--- src/rtl/dmem_pkg.sv ---
// Shared encodings and helpers for the MEM-stage data-memory access unit.
package dmem_pkg;

  localparam logic [1:0] SZ_BYTE = 2'b00;
  localparam logic [1:0] SZ_HALF = 2'b01;
  localparam logic [1:0] SZ_WORD = 2'b10;

  localparam int DEF_TIMEOUT_CYCLES = 255;

  typedef enum logic [1:0] {
    IDLE = 2'd0,
    REQ  = 2'd1,
    DONE = 2'd2
  } state_t;

  // Command fields captured at issue and reused on the return path.
  typedef struct packed {
    logic       we;
    logic [1:0] size;
    logic       zero_ext;
    logic [1:0] offset;
  } cmd_t;

  // Size 2'b11 is handled as a word access.
  function automatic logic is_aligned(input logic [1:0] size, input logic [1:0] offset);
    case (size)
      SZ_BYTE: return 1'b1;
      SZ_HALF: return ~offset[0];
      default: return (offset == 2'b00);
    endcase
  endfunction

endpackage

--- src/rtl/dmem_lane_align.sv ---
// Byte-enable generation, store lane replication and load extract/extension.
module dmem_lane_align
  import dmem_pkg::*;
(
  input  logic [1:0]  size,
  input  logic        zero_ext,
  input  logic [1:0]  offset,
  input  logic [31:0] wdata,
  input  logic [31:0] raw_rdata,
  output logic [3:0]  be,
  output logic [31:0] wdata_lane,
  output logic [31:0] rdata_ext
);

  logic [7:0]  byte_val;
  logic [15:0] half_val;

  always_comb begin
    case (offset)
      2'd0:    byte_val = raw_rdata[7:0];
      2'd1:    byte_val = raw_rdata[15:8];
      2'd2:    byte_val = raw_rdata[23:16];
      default: byte_val = raw_rdata[31:24];
    endcase
    half_val = offset[1] ? raw_rdata[31:16] : raw_rdata[15:0];
  end

  always_comb begin
    be         = 4'b1111;
    wdata_lane = wdata;
    rdata_ext  = raw_rdata;
    case (size)
      SZ_BYTE: begin
        be         = 4'b0001 << offset;
        wdata_lane = {4{wdata[7:0]}};
        rdata_ext  = {{24{~zero_ext & byte_val[7]}}, byte_val};
      end
      SZ_HALF: begin
        be         = offset[1] ? 4'b1100 : 4'b0011;
        wdata_lane = {2{wdata[15:0]}};
        rdata_ext  = {{16{~zero_ext & half_val[15]}}, half_val};
      end
      default: ;
    endcase
  end

endmodule

--- src/rtl/dmem_access_unit.sv ---
// MEM-stage load/store engine for a variable-latency data-RAM bus.
// Optional bus watchdog enabled by defining DMEM_TIMEOUT_EN.
module dmem_access_unit
  import dmem_pkg::*;
#(
  parameter int ADDR_W         = 32,
  parameter int DATA_W         = 32,
  parameter int TIMEOUT_CYCLES = DEF_TIMEOUT_CYCLES
) (
  input  logic              clk,
  input  logic              rst,
  input  logic              mem_en,
  input  logic              mem_we,
  input  logic [1:0]        mem_size,
  input  logic              mem_unsigned,
  input  logic [ADDR_W-1:0] addr,
  input  logic [DATA_W-1:0] wdata,
  output logic [DATA_W-1:0] rdata,
  output logic              stall,
  output logic              addr_err,
  output logic              bus_req,
  output logic              bus_we,
  output logic [ADDR_W-1:0] bus_addr,
  output logic [3:0]        bus_be,
  output logic [DATA_W-1:0] bus_wdata,
  input  logic              bus_ack,
  input  logic [DATA_W-1:0] bus_rdata,
  output logic              bus_err
);

  if (DATA_W != 32) begin : g_bad_data_w
    $error("dmem_access_unit: DATA_W must be 32");
  end
  if (TIMEOUT_CYCLES < 1) begin : g_bad_timeout
    $error("dmem_access_unit: TIMEOUT_CYCLES must be at least 1");
  end

  state_t      state, state_nxt;
  cmd_t        cmd;
  logic        aligned;
  logic        accept;
  logic        timeout_hit;
  logic [1:0]  align_size;
  logic        align_zext;
  logic [1:0]  align_off;
  logic [3:0]  lane_be;
  logic [31:0] lane_wdata;
  logic [31:0] lane_rdata;

  assign aligned = is_aligned(mem_size, addr[1:0]);
  assign bus_we  = cmd.we;

  // One aligner serves both paths: live inputs while issuing from IDLE,
  // the latched command while the transfer is outstanding.
  assign align_size = (state == IDLE) ? mem_size     : cmd.size;
  assign align_zext = (state == IDLE) ? mem_unsigned : cmd.zero_ext;
  assign align_off  = (state == IDLE) ? addr[1:0]    : cmd.offset;

  dmem_lane_align u_lane_align (
    .size      (align_size),
    .zero_ext  (align_zext),
    .offset    (align_off),
    .wdata     (wdata),
    .raw_rdata (bus_rdata),
    .be        (lane_be),
    .wdata_lane(lane_wdata),
    .rdata_ext (lane_rdata)
  );

  always_ff @(posedge clk or negedge rst) begin
    if (!rst) state <= IDLE;
    else      state <= state_nxt;
  end

  always_comb begin
    state_nxt = state;
    case (state)
      IDLE:    if (accept) state_nxt = REQ;
      REQ:     if (bus_ack || timeout_hit) state_nxt = DONE;
      DONE:    state_nxt = IDLE;
      default: state_nxt = IDLE;
    endcase
  end

  always_comb begin
    accept   = 1'b0;
    stall    = 1'b0;
    bus_req  = 1'b0;
    addr_err = 1'b0;
    case (state)
      IDLE: begin
        accept   = mem_en && aligned;
        stall    = accept;
        addr_err = mem_en && !aligned;
      end
      REQ: begin
        stall   = 1'b1;
        bus_req = 1'b1;
      end
      default: ;
    endcase
  end

  always_ff @(posedge clk or negedge rst) begin
    if (!rst) begin
      cmd       <= '0;
      bus_addr  <= '0;
      bus_be    <= '0;
      bus_wdata <= '0;
      rdata     <= '0;
    end else begin
      if (accept) begin
        cmd       <= '{we: mem_we, size: mem_size, zero_ext: mem_unsigned, offset: addr[1:0]};
        bus_addr  <= {addr[ADDR_W-1:2], 2'b00};
        bus_be    <= lane_be;
        bus_wdata <= lane_wdata;
      end
      if (state == REQ) begin
        if (bus_ack)          rdata <= cmd.we ? '0 : lane_rdata;
        else if (timeout_hit) rdata <= '0;
      end
    end
  end

`ifdef DMEM_TIMEOUT_EN
  localparam int CNT_W = ($clog2(TIMEOUT_CYCLES + 1) > 8) ? $clog2(TIMEOUT_CYCLES + 1) : 8;
  localparam logic [CNT_W-1:0] CNT_LIMIT = CNT_W'(TIMEOUT_CYCLES - 1);

  logic [CNT_W-1:0] wait_cnt;

  // Counter holds (REQ cycles seen - 1), so the limit fires on REQ cycle TIMEOUT_CYCLES.
  assign timeout_hit = (state == REQ) && (wait_cnt == CNT_LIMIT);

  always_ff @(posedge clk or negedge rst) begin
    if (!rst) begin
      wait_cnt <= '0;
      bus_err  <= 1'b0;
    end else begin
      if (accept)                          wait_cnt <= '0;
      else if ((state == REQ) && !bus_ack) wait_cnt <= wait_cnt + CNT_W'(1);
      bus_err <= timeout_hit && !bus_ack;
    end
  end
`else
  assign timeout_hit = 1'b0;
  assign bus_err     = 1'b0;
`endif

endmodule

--- config.mk ---
export PLATFORM = sky130hd
export DESIGN_NAME = dmem_access_unit
export DESIGN_NICKNAME = d
export VERILOG_FILES = /design/src/rtl/dmem_pkg.sv /design/src/rtl/dmem_lane_align.sv /design/src/rtl/dmem_access_unit.sv
export SDC_FILE = /design/constraint.sdc
export NUM_CORES = 1
export LEC_CHECK = 0
export BUFFER_PORTS_ARGS = -buffer_cell sky130_fd_sc_hd__buf_2
export CAP_MARGIN = 20
export CORE_ASPECT_RATIO = 0.9
export CORE_UTILIZATION = 45
export CTS_BUF_LIST = sky130_fd_sc_hd__clkbuf_16
export DETAILED_ROUTE_END_ITERATION = 8
export MAX_ROUTING_LAYER = met4
export PLACE_DENSITY = 0.82
export RECOVER_POWER = 100
export SLEW_MARGIN = 5
export SYNTH_ARGS = -nofsm -noshare
export SYNTH_HDL_FRONTEND = slang
export SYNTH_HIERARCHICAL = 1
export SYNTH_SLANG_ARGS = --single-unit
--- constraint.sdc ---
create_clock -name clk -period 5.3 [get_ports clk]
set_input_delay 0.53 -clock clk [delete_from_list [all_inputs] [get_ports clk]]
set_output_delay 0.53 -clock clk [all_outputs]
set_load 0.01 [all_outputs]
==> impl_metrics.tcl, run 1 <==
set metrics [dict create \
    outcome "finished with violations" \
    violations "max-capacitance violations, max-slew violations" \
    hold_buffers 0 \
    critPathMostFrequentCell "nor2_1" \
    avgSynthCellArea_um2 11.6 \
    whs_endpoint "bus_addr[24]" \
    seq_area_um2 2650 \
    cp-start-kind "flop" \
    placed_cells 822 \
    synth-edff-count 0 \
    final_nets 777 \
    wl_per_cell_um 16.5 \
    reg2reg_to "rdata[15]" \
    dpl.hpwl_um 10300 \
    multi_input_area_um2 2480 \
    fin_tns_setup_ns 0 \
    crit_chain "nor2_1, mux2_1, nor2_1, nand3b_2, a2bb2oi_1, nand2b_1, o21ai_0" \
    ios 209 \
    n_antenna_cell 0 \
    fin_crit_sh 0.749 \
    yosysTopAreaCell "dfrtp_1" \
    synthCells 494 \
    ys_warn_count 6 \
    vias_per_cell 5.23 \
    slowest_stage "nor2_1" \
    antenna_found_initial 0 \
    netlist-cell-type-count 40 \
    dpl_cell_area_um2 6690 \
    core_um2 12200 \
    final_util 0.543 \
    area_growth_pct 16.1 \
    synthArstFlopShare 1.00 \
    reg2reg_from "state[0]" \
    cts-root-buf "clkbuf_16" \
    dieArea_um2 13200 \
    slowest_delay_ns 1.15 \
    worstHoldPathCells 2 \
    crit_fanout 53 \
    start_util 0.468 \
    dp_slack_ns 2.26 \
    crit_type "reg2reg" \
    grt_pass1_vias 4320 \
    layout_setup_ws_ns 1.33 \
    leakage_nw 2.99 \
    cts_buffers 9 \
    max_freq_ghz 0.252 \
    synth-seq-cells 106 \
    maxCapViolations 3 \
    detail-route-antenna-nets 0 \
    reg2reg_slack_ns 1.33 \
    hold_viol 0 \
    cts.sinks 106 \
    fin_crit_ns 3.97 \
    synth.top_cells.by_count "106 x dfrtp_1, 68 x mux2_4, 51 x nand2_1" \
    die_y_um 109 \
    drc 0 \
    fillerInstances 1154 \
    drtIter0Drc 336 \
    synth_area_leaders "dfrtp_1 46%, mux2_4 18%, mux2_2 4.3%" \
    worstMarginPinSlew_ns 2.61 \
    syn_area_um2 5720 \
    ff2ff_path_depth 7 \
    h-tree-depth 3 \
    rsz0062_at_grt "false" \
    grt_overflow 0 \
    critPathCaptureType "flop" \
    num_vias 4385 \
    min_path_type "in2reg" \
    yosys.area.top_type_share 0.464 \
    cts.reportedPaths.clkPinSlew_ns 0.07 \
    track_usage 0.222 \
    cts_resized 0 \
    cts_setup_buffers 0 \
    grt_max_degree 66 \
    cp.required_ns 5.55 \
    die_w_um 121 \
    setup-violations-final 0 \
    synth.most_common_cell "dfrtp_1" \
    cts_buffer_depth 2 \
    max_slew_margin -0.741 \
    drive_above_1_share 0.226 \
    port_buffers 205 \
    peakVddDrop_mv 0.253 \
    powerDensity_nw_per_um2 477 \
    drt_first_pass_iters 5 \
    grt_pass1_wl_um 21800 \
    wl_um 13900 \
    place_congestion 0.885 \
    hold_start "addr[24]" \
    std_cell_rows 38 \
    critPathArrivalTime_ns 4.22 \
    clock_skew_ns 0.00758 \
    yosysSeqAreaShare 0.464 \
    tritoncts "done" \
    final-max-slew-violation-count 169 \
    synthFlopType "dfrtp_1" \
    final_cell_area_um2 6640 \
    stdcell_count 838 \
    insertion_delay_ns 0.35 \
]
[stage by stage]
stage | hold WS [ns] | power [W]
floorplan | 0.234 | 0.00216
global placement | 0.458 | 0.00260
detailed placement | 0.469 | 0.00265
CTS | 0.207 | 0.00344
global route | 0.382 | 0.00338
finish | 0.393 | 0.00316
[final cells by class]
type | count | area share
Timing Repair Buffer | 208 | 0.138
Sequential cell | 106 | 0.400
Tap cell | 160 | 0.0302
Inverter | 13 | 0.00735
Clock buffer | 9 | 0.0339
Multi-Input combinational cell | 335 | 0.374
Clock inverter | 7 | 0.0175
[cells in the final DEF (no fill, tap or decap), types with 3 or more instances in the layout]
cell       Yosys  layout
dfrtp_1      106     106
clkbuf_1      13     104
buf_2          5     102
mux2_1         0      64
nand2_1       51      51
o21ai_0       48      49
nand2b_1      35      35
a21oi_1       34      34
mux2_2        22      21
nor2_1        14      15
mux2i_1       14      14
inv_1         12      12
clkbuf_16      0       9
a2bb2oi_1      9       9
o211ai_1       7       8
a221o_1        6       6
mux2_4        68       5
nor3_1         3       3
conb_1         1       3
bufinv_16      0       3
[critical path: cells and delay by family, from the launching register on]
kind               cells  cell delay [ns]
AOI/OAI and AO/OA      2             0.40
muxes                  1             1.02
and+or+nand+nor        4             2.02
DFF                    1             0.43
[worst max-delay path by stage]
stage	start	to	slack, ns
2_1_floorplan	state[1]	bus_wdata[10]	3.08
3_3_place_gp	state[1]	rdata[4]	2.44
3_5_place_dp	state[1]	rdata[6]	2.26
4_1_cts	state[1]	stall	2.17
5_1_grt	state[0]	rdata[15]	1.00
6_report	state[0]	rdata[15]	1.33
[cell families after synthesis]
logic type             after synthesis  share of synthesized area
AO/OA/AOI/OAI                      114                      0.121
buffers and inverters               55                     0.0582
flip-flops                         106                      0.464
multiplexers                       106                      0.255
other                                1                   0.000656
AND/OR/NAND/NOR                    112                      0.101
[power by group]
| group | switching, W | leakage [nW] | total [W] | internal (W) |
|---|---|---|---|---|
| logic | 0.000639 | 1.53 | 0.00110 | 0.000464 |
| registers | 0.000187 | 1.30 | 0.00130 | 0.00111 |
| clock network | 0.000300 | 0.166 | 0.000762 | 0.000462 |
| total | 0.00113 | 2.99 | 0.00316 | 0.00204 |
[flip-flops by register name, indices dropped and copies added (netlist names)]
| register | cells |
|---|---|
| bus_be | 4 |
| cmd | 5 |
| bus_wdata | 32 |
| rdata | 32 |
| state | 2 |
| bus_we | 1 |
| bus_addr | 30 |
[routing by layer]
metal  vias up  global-route usage  part of all wire  routed length [um]
li1       2078                   -                 -                   -
met4         0              0.0661             0.017                 240
met2       180               0.363              0.48                6660
met3        23              0.0565             0.070                 967
met1      2104               0.274              0.43                6000
met5         -                   -                 0                   0
(Power assumes the default switching activity.)
==> inputs of run 2 (changes only) <==
- PLACE_DENSITY: 0.82 -> 0.85
- clock period: 5.3 -> 3.3 ns (I/O delays scaled with it)
==> run 2 against run 1 <==
Against the previous run:
- sequential power grew 60%
- the flow now finishes without violations
- flip-flop and latch count unchanged
- clock power is 29% higher
- setup slack got worse by 0.88 ns
- first-iteration DRC count down 17%
- fmax is 39% higher
- hold slack got worse by 0.20 ns
- total power is 53% higher
- via count fell by 1.6%
- critical endpoint is now rdata[3]
- cell count grew 0.48%
- global-route usage is 0.91 points lower
- core utilization decreased by 0.092 points
==> impl_metrics.tcl, run 2 (synthesized netlist as in run 1, its figures left out) <==
set metrics [dict create \
    outcome "completed" \
    worstHoldPathCells 2 \
    cts_resized 0 \
    drive_above_1_share 0.226 \
    die_w_um 121 \
    vias_per_cell 5.12 \
    critPathArrivalTime_ns 3.03 \
    drc 0 \
    core_um2 12200 \
    combPwrFrac 0.366 \
    clock_skew_ns 0.00721 \
    dp_slack_ns 0.668 \
    insertion_delay_ns 0.34 \
    cts.sinks 106 \
    peakVddDrop_mv 0.349 \
    h-tree-depth 3 \
    final_nets 781 \
    worstMarginPinSlew_ns 1.27 \
    layout_common_cells "106 x dfrtp_1, 105 x clkbuf_1, 102 x buf_2" \
    rsz0062_at_grt "false" \
    crit_type "reg2reg" \
    hold_buffers 0 \
    maxCapViolations 0 \
    wl_per_cell_um 15.9 \
    clkPwrFrac 0.203 \
    min_path_type "in2reg" \
    place_congestion 0.850 \
    detail-route-antenna-nets 0 \
    drt_first_pass_iters 4 \
    ff2ff_path_depth 7 \
    final_common_cell "dfrtp_1" \
    leakage_nw 2.99 \
    drtIter0Drc 279 \
    critPathCaptureType "flop" \
    grt_overflow 0 \
    n_antenna_cell 0 \
    cts.reportedPaths.clkPinSlew_ns 0.07 \
    dpl.hpwl_um 9830 \
    grt_pass1_vias 4201 \
    die_y_um 109 \
    start_util 0.468 \
    intPower_w 0.00305 \
    antenna_found_initial 0 \
    crit_fanout 28 \
    port_buffers 205 \
    track_usage 0.213 \
    fin_tns_setup_ns 0 \
    layout_setup_ws_ns 0.451 \
    switching_share 0.370 \
    setup-violations-final 0 \
    cts_setup_buffers 0 \
    num_vias 4315 \
    switching_power_w 0.00179 \
    cp.required_ns 3.48 \
    seqPwrFrac 0.431 \
    dieArea_um2 13200 \
    fin_crit_ns 2.85 \
    powerDensity_nw_per_um2 730 \
    tritoncts "done" \
    max_slew_margin 0.155 \
    max_freq_ghz 0.351 \
    cp-start-kind "flop" \
    grt_max_degree 84 \
    reg.largest.list "bus_wdata (32), rdata (32), bus_addr (30)" \
    fin_crit_sh 0.863 \
    cts_buffers 9 \
    cts-root-buf "clkbuf_16" \
    hold_viol 0 \
    final-max-slew-violation-count 0 \
    std_cell_rows 38 \
    area_growth_pct 15.9 \
    cts_buffer_depth 2 \
    grt_pass1_wl_um 21200 \
    ios 209 \
    wl_um 13400 \
]
==> run 2: path summary, 6_finish.rpt <==
kind | from | endpoint | slack (ns)
worst min-delay path | addr[30] | bus_addr[30] | 0.20
max in group asynchronous | rst | bus_wdata[30] | 0.89
min in group asynchronous | rst | rdata[21] | 0.78
worst min register to register | rdata[2] | rdata[2] | 0.48
worst max register to register | state[1] | rdata[3] | 0.45
worst max-delay path | state[1] | rdata[3] | 0.45
==> run 2: area by class of cell <==
cell class	count	area, um2
fill	1175	5600
multi-input combinational	335	2490
clock inverter	7	45.0
inverter	13	48.8
sequential	106	2650
timing repair buffer	212	962
clock buffer	9	225
tap	160	200
==> run 2: stage by stage <==
stage	utilization	area [um2]	instances	hold slack, ns	total power [W]
5_1_grt	0.542	6620	842	0.191	0.00519
2_1_floorplan	-	5720	496	0.0344	0.00347
3_5_place_dp	0.550	6720	824	0.470	0.00425
6_report	0.542	6620	842	0.196	0.00483
3_3_place_gp	0.550	6720	824	0.460	0.00420
4_1_cts	0.572	6990	840	0.207	0.00525
==> run 2: worst max-delay path, stage by stage (launching register included) <==
cell and delay, ns:
dfrtp_1 0.41, nor2_1 0.34, mux2_1 0.72, inv_1 0.36, o21ai_0 0.33, a221o_1 0.38
nand2b_1 0.07, o21ai_0 0.07
==> run 2: routing by layer <==
metal	up-vias	share of wire	routed length, um	GRT usage
li1	2079	-	-	-
met1	2052	0.45	6100	0.289
met2	168	0.48	6440	0.335
met3	16	0.055	732	0.0319
met4	0	0.010	138	0.0608
met5	-	0	0	-
==> run 2: power by group through the flow <==
stage               clock network [W]  registers, W  logic (W)
floorplan                           0       0.00228    0.00119
global route                  0.00107       0.00215    0.00197
global placement                    0       0.00209    0.00211
finish                       0.000981       0.00208    0.00177
CTS                           0.00101       0.00208    0.00215
detailed placement                  0       0.00209    0.00216
